`src/rtl/mem_arbiter.sv`:
```
// Round-robin arbiter between instruction fetch and the load/store buffer for a single
// byte-serial memory port, with flush handling and IO-store throttling.
module mem_arbiter #(
  parameter int ADDR_W = 32,
  parameter int DATA_W = 32,
  parameter int IO_GAP = 2
) (
  input  logic              clk,
  input  logic              rst_n,
  input  logic              rdy,
  input  logic              clr,
  input  logic              io_buffer_full,
  input  logic              if_req,
  input  logic [ADDR_W-1:0] if_addr,
  output logic              if_done,
  output logic [DATA_W-1:0] if_data,
  input  logic              lsb_req,
  input  logic              lsb_wr,
  input  logic [ADDR_W-1:0] lsb_addr,
  input  logic [2:0]        lsb_ls_type,
  input  logic [DATA_W-1:0] lsb_st_val,
  output logic              lsb_done,
  output logic [DATA_W-1:0] lsb_ld_val,
  output logic              mc_enable,
  output logic              mc_wr,
  output logic [ADDR_W-1:0] mc_addr,
  output logic [2:0]        mc_ls_type,
  output logic [DATA_W-1:0] mc_st_val,
  input  logic              mc_done,
  input  logic [DATA_W-1:0] mc_result
);
  typedef enum logic [1:0] {IDLE, BUSY_IF, BUSY_LS, IO_WAIT} state_e;
  localparam int GW = $clog2(IO_GAP + 2);

  state_e            state_q, state_d;
  logic              last_lsb_q, last_lsb_d;
  logic [GW-1:0]     gap_q, gap_d;
  logic              io_st_q, io_st_d;
  logic              mc_enable_q, mc_enable_d, mc_wr_q, mc_wr_d;
  logic [ADDR_W-1:0] mc_addr_q, mc_addr_d;
  logic [2:0]        mc_ls_type_q, mc_ls_type_d;
  logic [DATA_W-1:0] mc_st_val_q, mc_st_val_d;
  logic              if_done_q, if_done_d, lsb_done_q, lsb_done_d;
  logic [DATA_W-1:0] if_data_q, if_data_d, lsb_ld_val_q, lsb_ld_val_d;

  logic any_req, pick_lsb, lsb_is_io, io_go, ls_abort;
  assign any_req   = if_req | lsb_req;
  assign pick_lsb  = lsb_req & (~if_req | ~last_lsb_q);
  assign lsb_is_io = lsb_wr & (lsb_addr[17:16] == 2'b11);
  assign io_go     = ~io_buffer_full & (gap_q == '0);
  // Stores are already committed once issued, so only loads can be flushed.
  assign ls_abort  = clr & ~mc_wr_q;

  always_ff @(posedge clk) begin
    if (!rst_n) begin
      state_q    <= IDLE;
      last_lsb_q <= 1'b1;
      gap_q      <= '0;
    end else if (rdy) begin
      state_q    <= state_d;
      last_lsb_q <= last_lsb_d;
      gap_q      <= gap_d;
    end
  end

  always_comb begin
    state_d    = state_q;
    last_lsb_d = last_lsb_q;
    gap_d      = (gap_q != '0) ? gap_q - 1'b1 : gap_q;
    case (state_q)
      IDLE:    if (any_req && !clr)
                 state_d = !pick_lsb ? BUSY_IF : (lsb_is_io ? IO_WAIT : BUSY_LS);
      BUSY_IF: if (clr) state_d = IDLE;
               else if (mc_done) begin state_d = IDLE; last_lsb_d = 1'b0; end
      BUSY_LS: if (ls_abort) state_d = IDLE;
               else if (mc_done) begin
                 state_d    = IDLE;
                 last_lsb_d = 1'b1;
                 if (io_st_q) gap_d = GW'(IO_GAP);
               end
      IO_WAIT: if (clr) state_d = IDLE;
               else if (io_go) state_d = BUSY_LS;
      default: state_d = IDLE;
    endcase
  end

  always_comb begin
    mc_enable_d  = mc_enable_q;
    mc_wr_d      = mc_wr_q;
    mc_addr_d    = mc_addr_q;
    mc_ls_type_d = mc_ls_type_q;
    mc_st_val_d  = mc_st_val_q;
    io_st_d      = io_st_q;
    if_done_d    = 1'b0;
    lsb_done_d   = 1'b0;
    if_data_d    = if_data_q;
    lsb_ld_val_d = lsb_ld_val_q;
    case (state_q)
      IDLE: if (any_req && !clr) begin
        if (pick_lsb) begin
          mc_wr_d      = lsb_wr;
          mc_addr_d    = lsb_addr;
          mc_ls_type_d = lsb_ls_type;
          mc_st_val_d  = lsb_st_val;
          io_st_d      = lsb_is_io;
          mc_enable_d  = ~lsb_is_io;
        end else begin
          mc_wr_d      = 1'b0;
          mc_addr_d    = if_addr;
          mc_ls_type_d = 3'b111;
          mc_st_val_d  = '0;
          io_st_d      = 1'b0;
          mc_enable_d  = 1'b1;
        end
      end
      BUSY_IF: if (clr) mc_enable_d = 1'b0;
               else if (mc_done) begin
                 mc_enable_d = 1'b0;
                 if_done_d   = 1'b1;
                 if_data_d   = mc_result;
               end
      BUSY_LS: if (ls_abort) mc_enable_d = 1'b0;
               else if (mc_done) begin
                 mc_enable_d  = 1'b0;
                 lsb_done_d   = 1'b1;
                 lsb_ld_val_d = mc_wr_q ? '0 : mc_result;
               end
      IO_WAIT: if (clr) mc_enable_d = 1'b0;
               else if (io_go) mc_enable_d = 1'b1;
      default: mc_enable_d = 1'b0;
    endcase
  end

  always_ff @(posedge clk) begin
    if (!rst_n) begin
      mc_enable_q  <= 1'b0;
      mc_wr_q      <= 1'b0;
      mc_addr_q    <= '0;
      mc_ls_type_q <= '0;
      mc_st_val_q  <= '0;
      io_st_q      <= 1'b0;
      if_done_q    <= 1'b0;
      lsb_done_q   <= 1'b0;
      if_data_q    <= '0;
      lsb_ld_val_q <= '0;
    end else if (rdy) begin
      mc_enable_q  <= mc_enable_d;
      mc_wr_q      <= mc_wr_d;
      mc_addr_q    <= mc_addr_d;
      mc_ls_type_q <= mc_ls_type_d;
      mc_st_val_q  <= mc_st_val_d;
      io_st_q      <= io_st_d;
      if_done_q    <= if_done_d;
      lsb_done_q   <= lsb_done_d;
      if_data_q    <= if_data_d;
      lsb_ld_val_q <= lsb_ld_val_d;
    end
  end

  assign mc_enable  = mc_enable_q;
  assign mc_wr      = mc_wr_q;
  assign mc_addr    = mc_addr_q;
  assign mc_ls_type = mc_ls_type_q;
  assign mc_st_val  = mc_st_val_q;
  assign if_done    = if_done_q;
  assign if_data    = if_data_q;
  assign lsb_done   = lsb_done_q;
  assign lsb_ld_val = lsb_ld_val_q;
endmodule

```
`config.mk`:
```
export PLATFORM = sky130hd
export DESIGN_NAME = mem_arbiter
export DESIGN_NICKNAME = d
export VERILOG_FILES = /design/src/rtl/mem_arbiter.sv
export SDC_FILE = /design/constraint.sdc
export NUM_CORES = 1
export LEC_CHECK = 0
export CAP_MARGIN = 10
export CORE_AREA = 2 2 125 127
export CTS_BUF_LIST = sky130_fd_sc_hd__clkbuf_8
export DETAILED_ROUTE_END_ITERATION = 6
export DIE_AREA = 0 0 127 129
export PLACE_DENSITY = 0.78
export SLEW_MARGIN = 40
export SYNTH_ARGS = -nofsm -noshare
export SYNTH_HDL_FRONTEND = slang
export SYNTH_SLANG_ARGS = --single-unit
```
`constraint.sdc`:
```
create_clock -name clk -period 1.4 [get_ports clk]
set_clock_uncertainty 0.05 [all_clocks]
set_input_delay 0.42 -clock clk [delete_from_list [all_inputs] [get_ports clk]]
set_output_delay 0.42 -clock clk [all_outputs]
set_load 0.01 [all_outputs]
```
* Yosys cells after proc, flatten, opt, wreduce, memory -nomap -nowiden *
Index checks and enable logic that the tools add are counted.

operators by class
  bitwise logic cells = 13
  multiplexer cells = 38
  $add $sub $neg = 1
  reduce and logical (&&, ||, !) cells = 11
  equality and inequality tests = 10

operator list
  operator                                                             count
  32-bit two-way mux                                                   3
  2-bit two-way mux                                                    12
  1-bit two-way mux                                                    19
  2-bit inequality test (second input constant)                        5
  2-bit one-hot mux with 4 select lines                                1
  4-bit AND reduction                                                  2
  1-bit inverter                                                       7
  2-bit == test (second input constant)                                3
  3-bit AND reduction                                                  2
  6-bit AND reduction                                                  1
  1-bit bitwise AND                                                    4
  2-bit logical NOT                                                    2
  1-bit one-hot mux with 4 select lines                                1
  2-bit nonzero test                                                   2
  3-bit two-way mux                                                    1
  3-bit inequality test (second input constant)                        1
  2-bit by 1-bit == test with 1-bit output (second input constant)     1
  1-bit bitwise OR                                                     2
  1-bit one-hot mux with 2 select lines                                1
  2-bit by 1-bit subtractor with 2-bit output (second input constant)  1
  1-bit logical AND                                                    1
  1-bit logical NOT                                                    1

storage, ports and cells
  output and inout bits = 135
  flip-flop bits (word level) = 141

* Longest topological paths before layout *
  depth in word-level cells = 6
  mapped depth = 7

* Worst setup path before layout *
OpenSTA, ideal clock, no wires.

  kind = input to register
  start = input port clr
  end = register lsb_ld_val_q[10], in the netlist lsb_ld_val[10]
  data arrival time = 1.346 ns
  setup slack = -0.128 ns
  library setup time = 0.132 ns
  buffers on the path = 2
  cell stages on the path = 6
  path through = nor2b_2 -> or3_1 -> buf_2 -> buf_2 -> nand2_1 -> a21oi_1

on the way
  word-level cells in the longest chain between the ends = 3

RTL lines
  what                           line  RTL
  start: declaration             11    input logic clr,
  1-bit bitwise AND              52    assign ls_abort = clr & ~mc_wr_q;
  1-bit inverter (no line)       -
  4-bit AND reduction (no line)  -
  end signal: assignment         156   lsb_ld_val_q <= lsb_ld_val_d;
  end: declaration               44    logic [DATA_W-1:0] if_data_q, if_data_d, lsb_ld_val_q, lsb_ld_val_d;

No other way between the ends.
A chain may end at the register's enable or synchronous reset.

* Final worst setup path *
  start = register mc_wr_q, in the netlist mc_wr
  end = register lsb_ld_val_q[27], in the netlist lsb_ld_val[27]

on the way
  word-level cells in the longest chain between the ends = 4
  elaborated cells between the ends (all ways) = 5

RTL lines
  what                           line  RTL
  start: declaration             39    logic mc_enable_q, mc_enable_d, mc_wr_q, mc_wr_d;
  start signal: assignment       148   mc_wr_q <= mc_wr_d;
  1-bit inverter                 52
  1-bit bitwise AND              52
  1-bit inverter (no line)       -
  4-bit AND reduction (no line)  -

Parallel ways exist; a longest one is shown, timed or not.

==> results.json <==
{
  "fp.dieW_um": 127,
  "peakVddDrop_v": 0.000537,
  "crit_arrival_ps": 1940,
  "final_nets": 1233,
  "final_util_pct": 82.8,
  "clk_pin_slew_worst_paths_ps": 90,
  "dp_hpwl_um": 12700,
  "hold_viol_final": 0,
  "clk_path_buf_depth": 2,
  "finalWorstPathRequiredPeriod_ps": 1640,
  "crit_path_cell_trace": "buf_12 -> nor2b_4 -> buf_6 -> nor3_4 -> buf_6 -> buf_16 -> nand3b_1 -> a21oi_1",
  "syn_inst": 684,
  "antenna_cells": 0,
  "dieHeight_um": 129,
  "dr.pass1.iters": 5,
  "synth_top_area_share_pct": 50.1,
  "cts_root_buffer": "clkbuf_8",
  "vias": 7125,
  "synth_warnings": 0,
  "hold_class": "in -> reg",
  "cp_common_cell": "buf_6",
  "final_area_mm2": 0.0124,
  "finalWirelength_um": 27700,
  "layout-drive-gt1-share_pct": 64.2,
  "timing.fmax_ghz": 0.611,
  "crit_path_end_kind": "register",
  "drtIter0Drc": 464,
  "synth_area_leaders": "dfxtp_1 (50%), nand2_1 (13%), a21oi_1 (8.9%)",
  "htree_levels": 4,
  "placed_area_mm2": 0.00901,
  "cap_viol_max_count": 0,
  "grt.total_usage_pct": 23.9,
  "yosysUniqueCellTypes": 40,
  "setup_viol_count_final": 162,
  "final_cell_mix": "buf_6 (165), clkdlybuf4s50_1 (133), dfxtp_2 (126)",
  "synth_fp_nets": 824,
  "numCtsBuffers": 17,
  "worstPathMaxFanout": 6,
  "area_delta_synth_final_pct": 120,
  "final-max-slew-violation-count": 0,
  "overflow": 0,
  "core_mm2": 0.0150,
  "clkLatencyLatePin_ps": 450,
  "min_delay_path_depth": 4,
  "via_per_inst": 5.51,
  "synth_top_area_cell": "dfxtp_1",
  "rrSetupSlack_ps": -240,
  "mostFrequentLayoutCell": "buf_6",
  "r2r_end": "lsb_ld_val[27]$_SDFFE_PN0P_",
  "rsz0062_at_grt": "yes",
  "ant_nets": 0,
  "criticalPathCategory": "reg -> reg",
  "start_kind": "register",
  "power_density_mw_per_mm2": 815,
  "max_stage_delay_ps": 340,
  "wl_per_cell_um": 21.4,
  "io_pins": 275,
  "tritoncts": "built",
  "io_buffers": 274,
  "worstHoldStart": "lsb_addr[17]",
  "avgSynthCellArea_um2": 8.24,
  "clock-sinks": 141,
  "antenna_found_initial": 0,
  "remaining_drc_errors": 0,
  "violations": "negative setup slack",
  "leakagePower_nw": 4.81,
  "slowest_stage": "dfxtp_2",
  "worstPathRequired_ps": 1700,
  "worst_r2r_path_depth": 8,
  "syn-cell-area_mm2": 0.00564,
  "synth-seq-cells": 141,
  "initial_core_util_pct": 37.6,
  "status": "finished, violations left",
  "rows": 45,
  "relSlewSlack_pct": 72.2,
  "die_area_mm2": 0.0164,
  "place_congestion": 0.873,
  "rr_startpoint": "mc_wr$_SDFFE_PN0P_",
  "grt_pass1_wl_um": 31100,
  "ctsHoldBuffers": 0,
  "tightestPinTransition_ps": 413,
  "final.setup.worst_slack_ps": -238,
  "period_share_pct": 117,
  "grt_max_degree": 35,
  "min_to": "mc_addr[17]$_SDFFE_PN0P_",
  "grt_pass1_vias": 6096,
  "yosysSeqAreaShare_pct": 50.1
}
synth_stat cells, drive strengths merged:
master,n
inv,3
nor2,39
and2,1
o31ai,4
o32ai,1
o22ai,2
or3,2
nand3b,32
nand2b,7
o21ba,1
nand2,199
clkbuf,25
nand3,36
and3,2
a211o,1
o221a,1
a21oi,100
a22oi,1
o21ai,2
dfxtp,141
o31a,1
a311oi,32
a2111oi,1
nor2b,1
a32oi,1
and3b,1
a21boi,2
a21bo,1
buf,35
nor3,9
registers in the layout, summed over array words and instances (netlist names), 2 cells and up:
| name | count |
|---|---|
| mc_addr | 32 |
| gap_q | 2 |
| mc_st_val | 32 |
| if_data | 32 |
| lsb_ld_val | 32 |
| state_q | 2 |
| mc_ls_type | 3 |
through the flow:
stage                     setup TNS, ps  hold slack, ps  setup WS, ps  total power [mW]  std cells
after CTS                         -2750             398          -117              9.43       1209
after floorplan                   -3550             399         -67.9              4.82        684
after global routing             -20170             353          -306              10.4       1294
after detailed placement         -86860             392          -767              5.69       1143
after global placement           -83670             384          -693              5.68       1143
final                            -11420             365          -238              10.1       1294
worst max-delay path: cells and delay by family (launching register included):
kind	cells	cell delay [ps]
compound gates	1	240
buf+inv	4	530
flops	1	340
simple gates	3	360
cell families after synthesis:
family	count (synthesis)	synth area share, %
compound gates	151	17.8
buf+inv	63	5.75
flops	141	50.1
simple gates	329	26.4
routing by layer:
metal  track usage (%)  vias to the layer above  share of wire, %
met4              11.6                        0               5.2
li1                  -                     3173                 -
met3              8.57                      109               7.5
met1              27.0                     3450                36
met5                 0                        -                 0
met2              40.5                      393                52
timing repair:
action / 4_1_cts / 5_1_grt
cloned: 11 / 19
endpoints found under the hold margin: 0 / 0
pin swaps: 32 / 139
endpoints found under the setup margin: 274 / 269
buffers inserted: 23 / 74
resized for setup: 757 / 434
area by class of cell:
class / count / area, um2
Clock buffer: 19 / 262
Clock inverter: 13 / 171
Fill cell: 751 / 2570
Inverter: 3 / 13.8
Multi-Input combinational cell: 482 / 3680
Sequential cell: 141 / 3030
Tap cell: 188 / 235
Timing Repair Buffer: 448 / 5020
report_power, final:
part	internal, mW	switching (mW)	total, mW
Sequential	4.13	0.115	4.24
Clock	2.02	1.69	3.71
Combinational	1.23	0.925	2.16
Total	7.38	2.73	10.1
worst max-delay path by stage:
| stage | cells after the start | to | slack, ps | from |
|---|---|---|---|---|
| floorplan | 7 | lsb_ld_val[22]$_SDFFE_PN0P_ | -70 | state_q[0]$_SDFFE_PN0P_ |
| detailed placement | 6 | mc_addr[15]$_SDFFE_PN0P_ | -770 | clr |
| global route | 8 | lsb_ld_val[27]$_SDFFE_PN0P_ | -310 | mc_wr$_SDFFE_PN0P_ |
| CTS | 6 | lsb_ld_val[5]$_SDFFE_PN0P_ | -120 | state_q[0]$_SDFFE_PN0P_ |
| global placement | 6 | mc_addr[15]$_SDFFE_PN0P_ | -690 | clr |
| finish | 8 | lsb_ld_val[27]$_SDFFE_PN0P_ | -240 | mc_wr$_SDFFE_PN0P_ |
(Power assumes the default switching activity.)
